`src/rtl/floppy_pkg.sv`:
```
`timescale 1ns/1ps
// floppy_pkg: shared encodings and rate tables for the floppy drive array.
package floppy_pkg;

    typedef enum logic [1:0] {
        DENS_SD     = 2'd0,
        DENS_DD     = 2'd1,
        DENS_HD     = 2'd2,
        DENS_HD_ALT = 2'd3
    } density_e;

    typedef enum logic [1:0] {
        SEC_GAP  = 2'd0,
        SEC_HDR  = 2'd1,
        SEC_DATA = 2'd2
    } sec_state_e;

    localparam int INDEX_MS  = 4;
    localparam int SPINUP_MS = 250;

    // Byte rates in bytes per second
    localparam logic [31:0] RATE_SD = 32'd15625;
    localparam logic [31:0] RATE_DD = 32'd31250;
    localparam logic [31:0] RATE_HD = 32'd62500;

    // Bytes per track (one revolution at 300 rpm)
    localparam logic [13:0] BPT_SD = 14'd3125;
    localparam logic [13:0] BPT_DD = 14'd6250;
    localparam logic [13:0] BPT_HD = 14'd12500;

    // Encoding 3 is treated as HD
    function automatic logic [31:0] byte_rate(input logic [1:0] dens);
        case (density_e'(dens))
            DENS_SD: byte_rate = RATE_SD;
            DENS_DD: byte_rate = RATE_DD;
            default: byte_rate = RATE_HD;
        endcase
    endfunction

    function automatic logic [13:0] bytes_per_track(input logic [1:0] dens);
        case (density_e'(dens))
            DENS_SD: bytes_per_track = BPT_SD;
            DENS_DD: bytes_per_track = BPT_DD;
            default: bytes_per_track = BPT_HD;
        endcase
    endfunction

endpackage

```
`src/rtl/floppy_drive_state.sv`:
```
`timescale 1ns/1ps
// floppy_drive_state: per-drive head position, step settle timer and spindle speed.
module floppy_drive_state
    import floppy_pkg::*;
#(
    parameter int TRACKS = 80
) (
    input  logic       clk,
    input  logic       reset_n,
    input  logic       i_sel,
    input  logic       i_motor_on,
    input  logic       i_ms_tick,
    input  logic       i_step_in,
    input  logic       i_step_out,
    input  logic [7:0] i_step_delay_ms,
    output logic [6:0] o_track,
    output logic       o_at_speed,
    output logic       o_settled
);

    localparam logic [6:0] TRACK_MAX = 7'(TRACKS - 1);
    localparam logic [7:0] SPIN_MAX  = 8'(SPINUP_MS);

    logic [6:0] r_track;
    logic [7:0] r_spin;
    logic [7:0] r_busy;

    // Head position: each accepted step edge commits in a single cycle
    always_ff @(posedge clk or negedge reset_n) begin
        if (!reset_n) begin
            r_track <= '0;
        end else if (i_step_in && !i_step_out) begin
            if (r_track != 7'd0) r_track <= r_track - 7'd1;
        end else if (i_step_out && !i_step_in) begin
            if (r_track != TRACK_MAX) r_track <= r_track + 7'd1;
        end
    end

    // Settle timer: any step edge (even a saturated one) restarts it
    always_ff @(posedge clk or negedge reset_n) begin
        if (!reset_n) begin
            r_busy <= '0;
        end else if (i_step_in || i_step_out) begin
            r_busy <= i_step_delay_ms;
        end else if (i_ms_tick && (r_busy != 8'd0)) begin
            r_busy <= r_busy - 8'd1;
        end
    end

    // Spindle speed: ramps up while selected with motor on, coasts down otherwise
    always_ff @(posedge clk or negedge reset_n) begin
        if (!reset_n) begin
            r_spin <= '0;
        end else if (i_ms_tick) begin
            if (i_sel && i_motor_on) begin
                if (r_spin != SPIN_MAX) r_spin <= r_spin + 8'd1;
            end else begin
                if (r_spin != 8'd0) r_spin <= r_spin - 8'd1;
            end
        end
    end

    assign o_track    = r_track;
    assign o_at_speed = (r_spin == SPIN_MAX);
    assign o_settled  = (r_busy == 8'd0);

endmodule

```
`src/rtl/floppy_array.sv`:
```
`timescale 1ns/1ps
// floppy_array: emulates up to 8 floppy drives sharing one byte clock and
// sector-position tracker. sector numbering is undefined for spt=0 or
// sector_base+spt>31.
module floppy_array
    import floppy_pkg::*;
#(
    parameter int SYS_CLK = 42578000,
    parameter int DRIVES  = 4,
    parameter int TRACKS  = 80,
    parameter int HDR_LEN = 6
) (
    input  logic              clk,
    input  logic              reset_n,
    input  logic [DRIVES-1:0] select,
    input  logic              motor_on,
    input  logic              step_in,
    input  logic              step_out,
    input  logic              side,
    input  logic [7:0]        step_delay_ms,
    input  logic [1:0]        density,
    input  logic [10:0]       sector_len,
    input  logic              sector_base,
    input  logic [4:0]        spt,
    input  logic [9:0]        sector_gap_len,
    output logic              dclk_en,
    output logic [6:0]        track,
    output logic              head,
    output logic [4:0]        sector,
    output logic              sector_hdr,
    output logic              sector_data,
    output logic              ready,
    output logic              track0,
    output logic              index
);

    localparam int MS_DIV     = SYS_CLK / 1000;
    localparam int PRE_W      = $clog2(MS_DIV + 1);
    localparam int INDEX_CLKS = INDEX_MS * MS_DIV;
    localparam int IDX_W      = $clog2(INDEX_CLKS + 1);

    logic [PRE_W-1:0]  r_pre;
    logic              r_ms_tick;
    logic              r_step_in_d;
    logic              r_step_out_d;
    logic [DRIVES-1:0] r_select_d;
    logic [1:0]        r_density_d;
    logic [31:0]       r_acc;
    logic              r_dclk;
    logic [13:0]       r_byte_cnt;
    logic [IDX_W-1:0]  r_idx_cnt;
    sec_state_e        r_state;
    logic [10:0]       r_state_cnt;
    logic [4:0]        r_sec_off;

    logic              r_dclk_o;
    logic [6:0]        r_track_o;
    logic              r_head_o;
    logic [4:0]        r_sector_o;
    logic              r_hdr_o;
    logic              r_data_o;
    logic              r_ready_o;
    logic              r_track0_o;
    logic              r_index_o;

    logic              w_sel_valid;
    logic              w_in_rise;
    logic              w_out_rise;
    logic              w_in_evt;
    logic              w_out_evt;
    logic              w_change;
    logic [6:0]        w_track [DRIVES];
    logic [DRIVES-1:0] w_at_speed;
    logic [DRIVES-1:0] w_settled;
    logic [6:0]        w_cur_track;
    logic              w_cur_ready;
    logic [32:0]       w_acc_sum;
    logic              w_byte_hit;
    logic [13:0]       w_bpt;
    logic              w_index_evt;
    logic [10:0]       w_gap_len;
    logic [10:0]       w_data_len;
    logic [10:0]       w_cur_len;
    sec_state_e        w_state_nxt;
    logic [10:0]       w_state_cnt_nxt;
    logic [4:0]        w_sec_off_nxt;

    // Exactly one drive selected; otherwise the array behaves as if empty
    always_comb begin
        w_sel_valid = (select != '0) && ((select & (select - DRIVES'(1))) == '0);
    end

    // Step edges; a simultaneous in/out pair is ambiguous and dropped
    assign w_in_rise  = step_in  & ~r_step_in_d;
    assign w_out_rise = step_out & ~r_step_out_d;
    assign w_in_evt   = w_in_rise  & ~w_out_rise & w_sel_valid;
    assign w_out_evt  = w_out_rise & ~w_in_rise  & w_sel_valid;

    // Reselecting or changing density restarts the rotation timing
    assign w_change = (select != r_select_d) || (density != r_density_d);

    // Millisecond prescaler and input history for edge/change detection
    always_ff @(posedge clk or negedge reset_n) begin
        if (!reset_n) begin
            r_pre        <= '0;
            r_ms_tick    <= 1'b0;
            r_step_in_d  <= 1'b0;
            r_step_out_d <= 1'b0;
            r_select_d   <= '0;
            r_density_d  <= '0;
        end else begin
            r_step_in_d  <= step_in;
            r_step_out_d <= step_out;
            r_select_d   <= select;
            r_density_d  <= density;
            if (r_pre == PRE_W'(MS_DIV - 1)) begin
                r_pre     <= '0;
                r_ms_tick <= 1'b1;
            end else begin
                r_pre     <= r_pre + PRE_W'(1);
                r_ms_tick <= 1'b0;
            end
        end
    end

    for (genvar g = 0; g < DRIVES; g++) begin : g_drive
        floppy_drive_state #(
            .TRACKS(TRACKS)
        ) u_drive (
            .clk            (clk),
            .reset_n        (reset_n),
            .i_sel          (w_sel_valid & select[g]),
            .i_motor_on     (motor_on),
            .i_ms_tick      (r_ms_tick),
            .i_step_in      (w_in_evt & select[g]),
            .i_step_out     (w_out_evt & select[g]),
            .i_step_delay_ms(step_delay_ms),
            .o_track        (w_track[g]),
            .o_at_speed     (w_at_speed[g]),
            .o_settled      (w_settled[g])
        );
    end

    // Pick the selected drive's view of the head and spindle
    always_comb begin
        w_cur_track = '0;
        w_cur_ready = 1'b0;
        for (int i = 0; i < DRIVES; i++) begin
            if (w_sel_valid && select[i]) begin
                w_cur_track = w_track[i];
                w_cur_ready = w_at_speed[i] && w_settled[i];
            end
        end
    end

    assign w_acc_sum  = {1'b0, r_acc} + {1'b0, byte_rate(density)};
    assign w_byte_hit = (w_acc_sum >= 33'(SYS_CLK));

    // Fractional byte clock: one strobe per SYS_CLK/R clocks on average
    always_ff @(posedge clk or negedge reset_n) begin
        if (!reset_n) begin
            r_acc  <= '0;
            r_dclk <= 1'b0;
        end else if (w_change) begin
            r_acc  <= '0;
            r_dclk <= 1'b0;
        end else if (w_cur_ready) begin
            r_dclk <= w_byte_hit;
            r_acc  <= w_byte_hit ? 32'(w_acc_sum - 33'(SYS_CLK)) : w_acc_sum[31:0];
        end else begin
            r_dclk <= 1'b0;
        end
    end

    assign w_bpt       = bytes_per_track(density);
    assign w_index_evt = r_dclk && (r_byte_cnt >= (w_bpt - 14'd1));

    // Angular position in bytes; the wrap marks the index hole
    always_ff @(posedge clk or negedge reset_n) begin
        if (!reset_n) begin
            r_byte_cnt <= '0;
        end else if (w_change) begin
            r_byte_cnt <= '0;
        end else if (r_dclk) begin
            r_byte_cnt <= w_index_evt ? 14'd0 : r_byte_cnt + 14'd1;
        end
    end

    // Index pulse width counted in clocks so it is a full 4 ms regardless of prescaler phase
    always_ff @(posedge clk or negedge reset_n) begin
        if (!reset_n) begin
            r_idx_cnt <= '0;
            r_index_o <= 1'b0;
        end else if (w_index_evt && !w_change) begin
            r_idx_cnt <= IDX_W'(INDEX_CLKS - 1);
            r_index_o <= 1'b1;
        end else if (r_idx_cnt != '0) begin
            r_idx_cnt <= r_idx_cnt - IDX_W'(1);
        end else begin
            r_index_o <= 1'b0;
        end
    end

    assign w_gap_len  = (sector_gap_len == 10'd0) ? 11'd1 : {1'b0, sector_gap_len};
    assign w_data_len = (sector_len == 11'd0) ? 11'd1 : sector_len;

    // Sector FSM next state: index/reselect realign to sector_base ahead of byte advance
    always_comb begin
        w_state_nxt     = r_state;
        w_state_cnt_nxt = r_state_cnt;
        w_sec_off_nxt   = r_sec_off;
        case (r_state)
            SEC_GAP: w_cur_len = w_gap_len;
            SEC_HDR: w_cur_len = 11'(HDR_LEN);
            default: w_cur_len = w_data_len;
        endcase
        if (w_change || w_index_evt) begin
            w_state_nxt     = SEC_GAP;
            w_state_cnt_nxt = '0;
            w_sec_off_nxt   = '0;
        end else if (r_dclk) begin
            if (({1'b0, r_state_cnt} + 12'd1) >= {1'b0, w_cur_len}) begin
                w_state_cnt_nxt = '0;
                case (r_state)
                    SEC_GAP: w_state_nxt = SEC_HDR;
                    SEC_HDR: w_state_nxt = SEC_DATA;
                    default: begin
                        w_state_nxt = SEC_GAP;
                        if (({1'b0, r_sec_off} + 6'd1) >= {1'b0, spt}) begin
                            w_sec_off_nxt = '0;
                        end else begin
                            w_sec_off_nxt = r_sec_off + 5'd1;
                        end
                    end
                endcase
            end else begin
                w_state_cnt_nxt = r_state_cnt + 11'd1;
            end
        end
    end

    // Sector FSM state register
    always_ff @(posedge clk or negedge reset_n) begin
        if (!reset_n) begin
            r_state     <= SEC_GAP;
            r_state_cnt <= '0;
            r_sec_off   <= '0;
        end else begin
            r_state     <= w_state_nxt;
            r_state_cnt <= w_state_cnt_nxt;
            r_sec_off   <= w_sec_off_nxt;
        end
    end

    // Registered outputs, blanked when no single drive is selected
    always_ff @(posedge clk or negedge reset_n) begin
        if (!reset_n) begin
            r_dclk_o   <= 1'b0;
            r_track_o  <= '0;
            r_head_o   <= 1'b0;
            r_sector_o <= '0;
            r_hdr_o    <= 1'b0;
            r_data_o   <= 1'b0;
            r_ready_o  <= 1'b0;
            r_track0_o <= 1'b0;
        end else begin
            r_dclk_o   <= r_dclk && w_sel_valid;
            r_track_o  <= w_cur_track;
            r_head_o   <= side;
            r_sector_o <= {4'd0, sector_base} + r_sec_off;
            r_hdr_o    <= w_sel_valid && (r_state == SEC_HDR);
            r_data_o   <= w_sel_valid && (r_state == SEC_DATA);
            r_ready_o  <= w_cur_ready;
            r_track0_o <= w_sel_valid && (w_cur_track == 7'd0);
        end
    end

    assign dclk_en     = r_dclk_o;
    assign track       = r_track_o;
    assign head        = r_head_o;
    assign sector      = r_sector_o;
    assign sector_hdr  = r_hdr_o;
    assign sector_data = r_data_o;
    assign ready       = r_ready_o;
    assign track0      = r_track0_o;
    assign index       = r_index_o;

endmodule

```
`config.mk`:
```
export PLATFORM = sky130hd
export DESIGN_NAME = floppy_array
export DESIGN_NICKNAME = d
export VERILOG_FILES = /design/src/rtl/floppy_pkg.sv /design/src/rtl/floppy_drive_state.sv /design/src/rtl/floppy_array.sv
export SDC_FILE = /design/constraint.sdc
export NUM_CORES = 1
export LEC_CHECK = 0
export CAP_MARGIN = 20
export CORE_UTILIZATION = 45
export DETAILED_ROUTE_END_ITERATION = 16
export PLACE_DENSITY_LB_ADDON = 0.08
export SYNTH_ARGS = -nofsm -noshare
export SYNTH_HDL_FRONTEND = slang
export SYNTH_SLANG_ARGS = --single-unit
```
`constraint.sdc`:
```
create_clock -name clk -period 5.6 [get_ports clk]
set_input_delay 0.84 -clock clk [delete_from_list [all_inputs] [get_ports clk]]
set_output_delay 0.84 -clock clk [all_outputs]
set_load 0.005 [all_outputs]
```
Word-level counts from Yosys, hierarchy flattened

Cells that the tools add are included.

Add/sub/neg operators: 32
$lt $le $gt $ge: 4
Eq/ne operators: 28
Mux-type cells: 75
Bitwise gates (word level): 23
Reduce and logical (&&, ||, !) cells: 102

Operator list:

| kind                                                   | number |
|---|---|
| two-way mux 8 bit                                      | 20 |
| two-way mux 7 bit                                      | 20 |
| two-way mux 32 bit                                     | 3 |
| nonzero test 8 bit                                     | 8 |
| subtractor 8 x 1 -> 8 bit (second input constant)      | 8 |
| two-way mux 11 bit                                     | 4 |
| two-way mux 14 bit                                     | 3 |
| nonzero test 2 bit                                     | 21 |
| two-way mux 18 bit                                     | 2 |
| adder 32 x 16 -> 33 bit                                | 1 |
| >= comparator 33 x 26 -> 1 bit (second input constant) | 1 |
| adder 8 x 1 -> 8 bit (second input constant)           | 4 |
| equality test 8 bit (second input constant)            | 4 |
| logical NOT 8 bit                                      | 4 |
| != test 8 bit (second input constant)                  | 4 |
| case mux 16 bit (2 select lines)                       | 1 |
| subtractor 32 x 26 -> 32 bit (second input constant)   | 1 |
| logical AND 1 bit                                      | 31 |
| adder 7 x 1 -> 7 bit (second input constant)           | 4 |
| != test 7 bit (second input constant)                  | 4 |
| case mux 14 bit (2 select lines)                       | 1 |
| nonzero test 7 bit                                     | 4 |
| subtractor 7 x 1 -> 7 bit (second input constant)      | 4 |
| AND reduction 3 bit                                    | 9 |
| 41 further kinds                                       | 98 |

Flip-flop bits (word level): 219
Bits of input ports: 47
Logic and storage cells: 298

Logic depth before layout (Yosys ltp)

Word-level depth: 11
Mapped depth: 21
Depth with buffers taken out: 19

Cells and area by module

Synthesis repeated with hierarchy kept, for this count alone.

Cells, all modules: 1613
Area, all modules: 14734.1 µm²

By module, submodules not included:

| module                                       | instances | cells each | area an instance (µm²) | seq. area each (µm²) |
|---|---|---|---|---|
| floppy_array                                 | 1         | 1010       | 8744.6                 | 3178.0 |
| floppy_drive_state at g_drive[0].u_drive ... | 3         | 151        | 1507.7                 | 575.6 |
| floppy_drive_state at g_drive[3].u_drive     | 1         | 150        | 1466.4                 | 575.6 |

Least setup slack after synthesis

OpenSTA, ideal clock, no wires.

Kind: in2reg
Start: in density[1]
End: reg r_acc[28]
Library setup time: 0.074 ns
Arrival time: 5.273 ns
Required time: 5.526 ns
Setup slack: 0.253 ns
Cell stages on the path: 19
Path buffers: 5
Cells stage by stage: buf_6 -> buf_8 -> buf_2 -> buf_1 -> or2_2 -> ha_1 -> buf_2 -> a21oi_1 -> maj3_1 -> or3_1 -> o211a_2 -> and3_1 -> nor4_1 -> nand4b_4 -> nor4_4 -> nor3_4 -> or4b_1 -> a21o_1 -> a21oi_2

Longest elaborated chain between the ends: 7
Elaborated cells on any way between the ends: 12
Classes of those cells: add/sub: 2; order compare: 1; eq/ne: 2; mux: 4; reduce/logical: 3

RTL lines:

| what                                                                                  | line                                     | text |
|---|---|---|
| from (decl)                                                                           | floppy_array.sv:21                       | `input logic [1:0] density,` |
| equality test 2 x 1 -> 1 bit / logical NOT 2 bit (equally long branches)              | floppy_pkg.sv:33                         | `case (density_e'(dens))` |
| case mux 16 bit (2 select lines)                                                      | floppy_pkg.sv:33                         |  |
| adder 32 x 16 -> 33 bit                                                               | floppy_array.sv:156                      | `assign w_acc_sum = {1'b0, r_acc} + {1'b0, byte_rate(density)};` |
| subtractor 32 x 26 -> 32 bit / >= comparator 33 x 26 -> 1 bit (equally long branches) | floppy_array.sv:169, floppy_array.sv:157 |  |
| two-way mux 32 bit                                                                    | floppy_array.sv:169                      | `r_acc <= w_byte_hit ? 32'(w_acc_sum - 33'(SYS_CLK)) : w_acc_sum[31:0];` |
| two-way mux 32 bit                                                                    | floppy_array.sv:167                      | `end else if (w_cur_ready) begin` |
| two-way mux 32 bit                                                                    | floppy_array.sv:164                      | `end else if (w_change) begin` |
| to (signal assigned)                                                                  | floppy_array.sv:169                      |  |
| to (decl)                                                                             | floppy_array.sv:48                       | `logic [31:0] r_acc;` |

Parallel ways exist; a longest one is shown, timed or not. The select of a mux whose other input is x is not followed.
A chain may end at the register's enable or synchronous reset.

Worst setup path in the final report

Start: in density[1]
End: reg r_acc[30]

Same word-level chain as after synthesis.

==> flow_summary.ini <==
[run_status]
status = complete, no violations

[layout]
register_area_mm2 = 0.00548
syn_to_final_growth_pct = 15.4
n_antenna_cell = 0
multiInputGateArea_mm2 = 0.00912
postLayoutCellArea_mm2 = 0.0175
drive_gt1_share_pct = 8.72
fillers = 3102
final_util_pct = 53.3
nets = 1923

[clocking]
path_clk_slew_ns = 0.06
cts_num_sinks = 219
clk_latency_ns = 0.55
root_buffer = clkbuf_16
h-tree-depth = 1
tritoncts = done
cts_resized = 0
clk_path_buf_depth = 3
cts_setup_buffers = 0
cts_made_buffers = 28
holdBufCountCts = 0

[placement]
gp_congestion = 0.877
numPortBuffers = 65
hpwl_mm = 26.1
placed_area_mm2 = 0.0165

[power]
switchingPower_uw = 1150
combPwrFrac_pct = 12.7
clockPowerShare_pct = 45.4
p_int_uw = 3290
p_per_area_mw_per_mm2 = 254
seqPwrFrac_pct = 41.9
p_leak_uw = 0.00778
max-vdd-ir-drop_mv = 0.233
swShare_pct = 26.0

[drt]
viasPerCell = 5.57
dr.pass1.iters = 8
drtIter0Drc = 806
wire_per_inst_um = 16.1
vias = 12486
drtAntennaViolNets = 0
routed_wl_mm = 36.1
drc = 0

[synth]
synth.most_common_cell = dfrtp_1
synth_edf_count = 0
synthArstFlopShare_pct = 100
syn_area_mm2 = 0.0152
syn_nets = 1848
synth_seq_cells = 219
synth.largest_area_cell = dfrtp_1
ys_top_cells_by_area = dfrtp_1 (36%), ha_1 (7.4%), xnor2_1 (6.7%), xor2_1 (5.0%), nand2_1 (4.5%)
yosysWarnings = 0
synth_cells = 1703
synth_top_area_share_pct = 36.1
ys_types = 94
syn_area_per_cell_um2 = 8.91
yosys_most_used_dff = dfrtp_1
yosys-top-cells-count = dfrtp_1 (219), nand2_1 (182), o21ai_0 (117)
ys_seq_area_share_pct = 36.1

[sta]
max_clock_freq_mhz = 200
worstMarginPinSlew_ns = 0.903
setup_viol = 0
rsz0062_at_grt = false
finalCriticalPeriod_ns = 5.01
relSlewSlack_pct = 39.5
finalCritPeriodShare_pct = 89.4
finClkSkew_ns = 0.0102
hold_violations = 0
whs_ns = 0.247
tns_ns = 0
maxSlewViolCount = 0

[setup_path]
rrSetupSlack_ns = 1.22
r2r-start = r_acc[3]$_DFFE_PN0P_
worstSetupStartpointType = input pin
reg2reg_to = r_acc[28]$_DFFE_PN0P_
required_ns = 6.07
rr_worst_depth = 15
crit_type = input pin to flip-flop
cp.arrival_ns = 5.48
cp_max_fo = 14
crit_start = density[1]
endpoint_kind = flip-flop

[floorplan]
die_y_um = 186
die_w_um = 186
pin_count = 66
coreArea_mm2 = 0.0329
die-area_mm2 = 0.0345
rows = 66
initial_core_util_pct = 46.2

[global_route]
grt_max_degree = 84
antenna_found_initial = 0
grt_usage_pct = 21.9
grt_pass1_wl_mm = 61.5
grt_pass1_vias = 12241
gr-total-overflow = 0

[min_path]
hold_class = input pin to asynchronous set/reset pin

[job]
drv_cap = 0
[cells by family (layout without fill, tap and decap cells)]
| family | after synthesis | count (layout) | share of synthesized area (%) |
|---|---|---|---|
| muxes | 19 | 19 | 1.39 |
| buffers and inverters | 141 | 238 | 3.89 |
| and+or+nand+nor | 610 | 610 | 20.3 |
| AOI/OAI and AO/OA | 408 | 408 | 17.7 |
| adders and majority gates | 103 | 103 | 8.81 |
| DFF | 219 | 219 | 36.1 |
| xor gates and xnor gates | 203 | 203 | 11.8 |
[layout make-up]
type / instances / area share, %
clock buffer: 39 / 4.52
multi-input combinational: 1343 / 52.1
timing repair buffer: 117 / 6.04
clock inverter: 13 / 1.44
inverter: 69 / 1.48
tap: 442 / 3.16
sequential: 219 / 31.3
[worst max path at each step]
stage / to / cells after the start / slack, ns
after floorplan: r_acc[28]$_DFFE_PN0P_ / 19 / 0.25
after global placement: r_acc[30]$_DFFE_PN0P_ / 18 / 0.15
after detailed placement: r_acc[16]$_DFFE_PN0P_ / 18 / 0.05
after CTS: r_acc[16]$_DFFE_PN0P_ / 18 / 0.61
after global routing: r_acc[16]$_DFFE_PN0P_ / 18 / 0.26
final: r_acc[30]$_DFFE_PN0P_ / 18 / 0.59
[power groups by stage]
stage	Sequential, uW	Combinational, uW	Clock, uW
after global routing	1890	657	2140
after global placement	1890	557	0
after floorplan	1850	392	0
after detailed placement	1890	571	0
final	1860	566	2020
after CTS	1860	575	2070
[stage by stage]
| stage | setup slack, ns | power [uW] | std cells |
|---|---|---|---|
| 6_report | 0.592 | 4450 | 2242 |
| 3_5_place_dp | 0.0467 | 2460 | 2190 |
| 3_3_place_gp | 0.155 | 2440 | 2189 |
| 2_1_floorplan | 0.253 | 2240 | 1703 |
| 4_1_cts | 0.613 | 4510 | 2242 |
| 5_1_grt | 0.264 | 4680 | 2242 |
[worst max-delay path, stage by stage]
cell and delay (ns):
clkdlybuf4s50_1 0.53, buf_4 0.21, nand2b_1 0.16, xnor2_1 0.13, ha_1 0.24, nor4bb_1 0.35
o21bai_1 0.22, o211a_1 0.26, xnor2_1 0.16, a211oi_1 0.39, a311oi_1 0.23, o311ai_4 0.38
a31oi_2 0.15, buf_4 0.18, or3_1 0.49, a31o_2 0.29, a21o_1 0.15, a21oi_1 0.13
[layout by cell type (no fill, tap or decap), types with 10 or more instances in the layout]
master           Yosys  layout
a21o_1              51      51
a21oi_1             92      92
a31oi_1             10      10
and2_1              17      17
and3_1              34      34
buf_4                1      51
clkbuf_16            0      28
clkdlybuf4s50_1      0      64
dfrtp_1            219     219
ha_1                90      90
inv_1               68      68
mux2_2              17      17
nand2_1            182     182
nand2b_1            21      21
nand3_1             68      67
nand4_1             16      16
nor2_1             109     109
nor3_1              37      37
nor4_1              36      36
o211ai_1            13      13
o21ai_0            117     117
o21bai_1            16      16
o31ai_1             19      19
or2_2               14      14
or3_1               31      31
xnor2_1            116     116
xor2_1              86      86
[routing by layer]
metal | wire, um | track usage, % | vias up
li1 | - | - | 6228
met1 | 17400 | 30.7 | 5990
met2 | 16700 | 36.2 | 220
met3 | 1300 | 2.45 | 48
met4 | 673 | 4.85 | 0
met5 | 0 | 0 | -
[registers in the layout, indices dropped and copies added (netlist names), 2 cells and up]
register                 cells
r_state                      2
r_density_d                  2
r_state_cnt                 11
g_drive.u_drive.r_busy      32
r_sec_off                    5
sector                       5
r_acc                       32
r_select_d                   4
r_pre                       16
r_idx_cnt                   18
r_byte_cnt                  14
track                        7
g_drive.u_drive.o_track     28
g_drive.u_drive.r_spin      32
No activity file was read; power rests on OpenSTA's default activity.
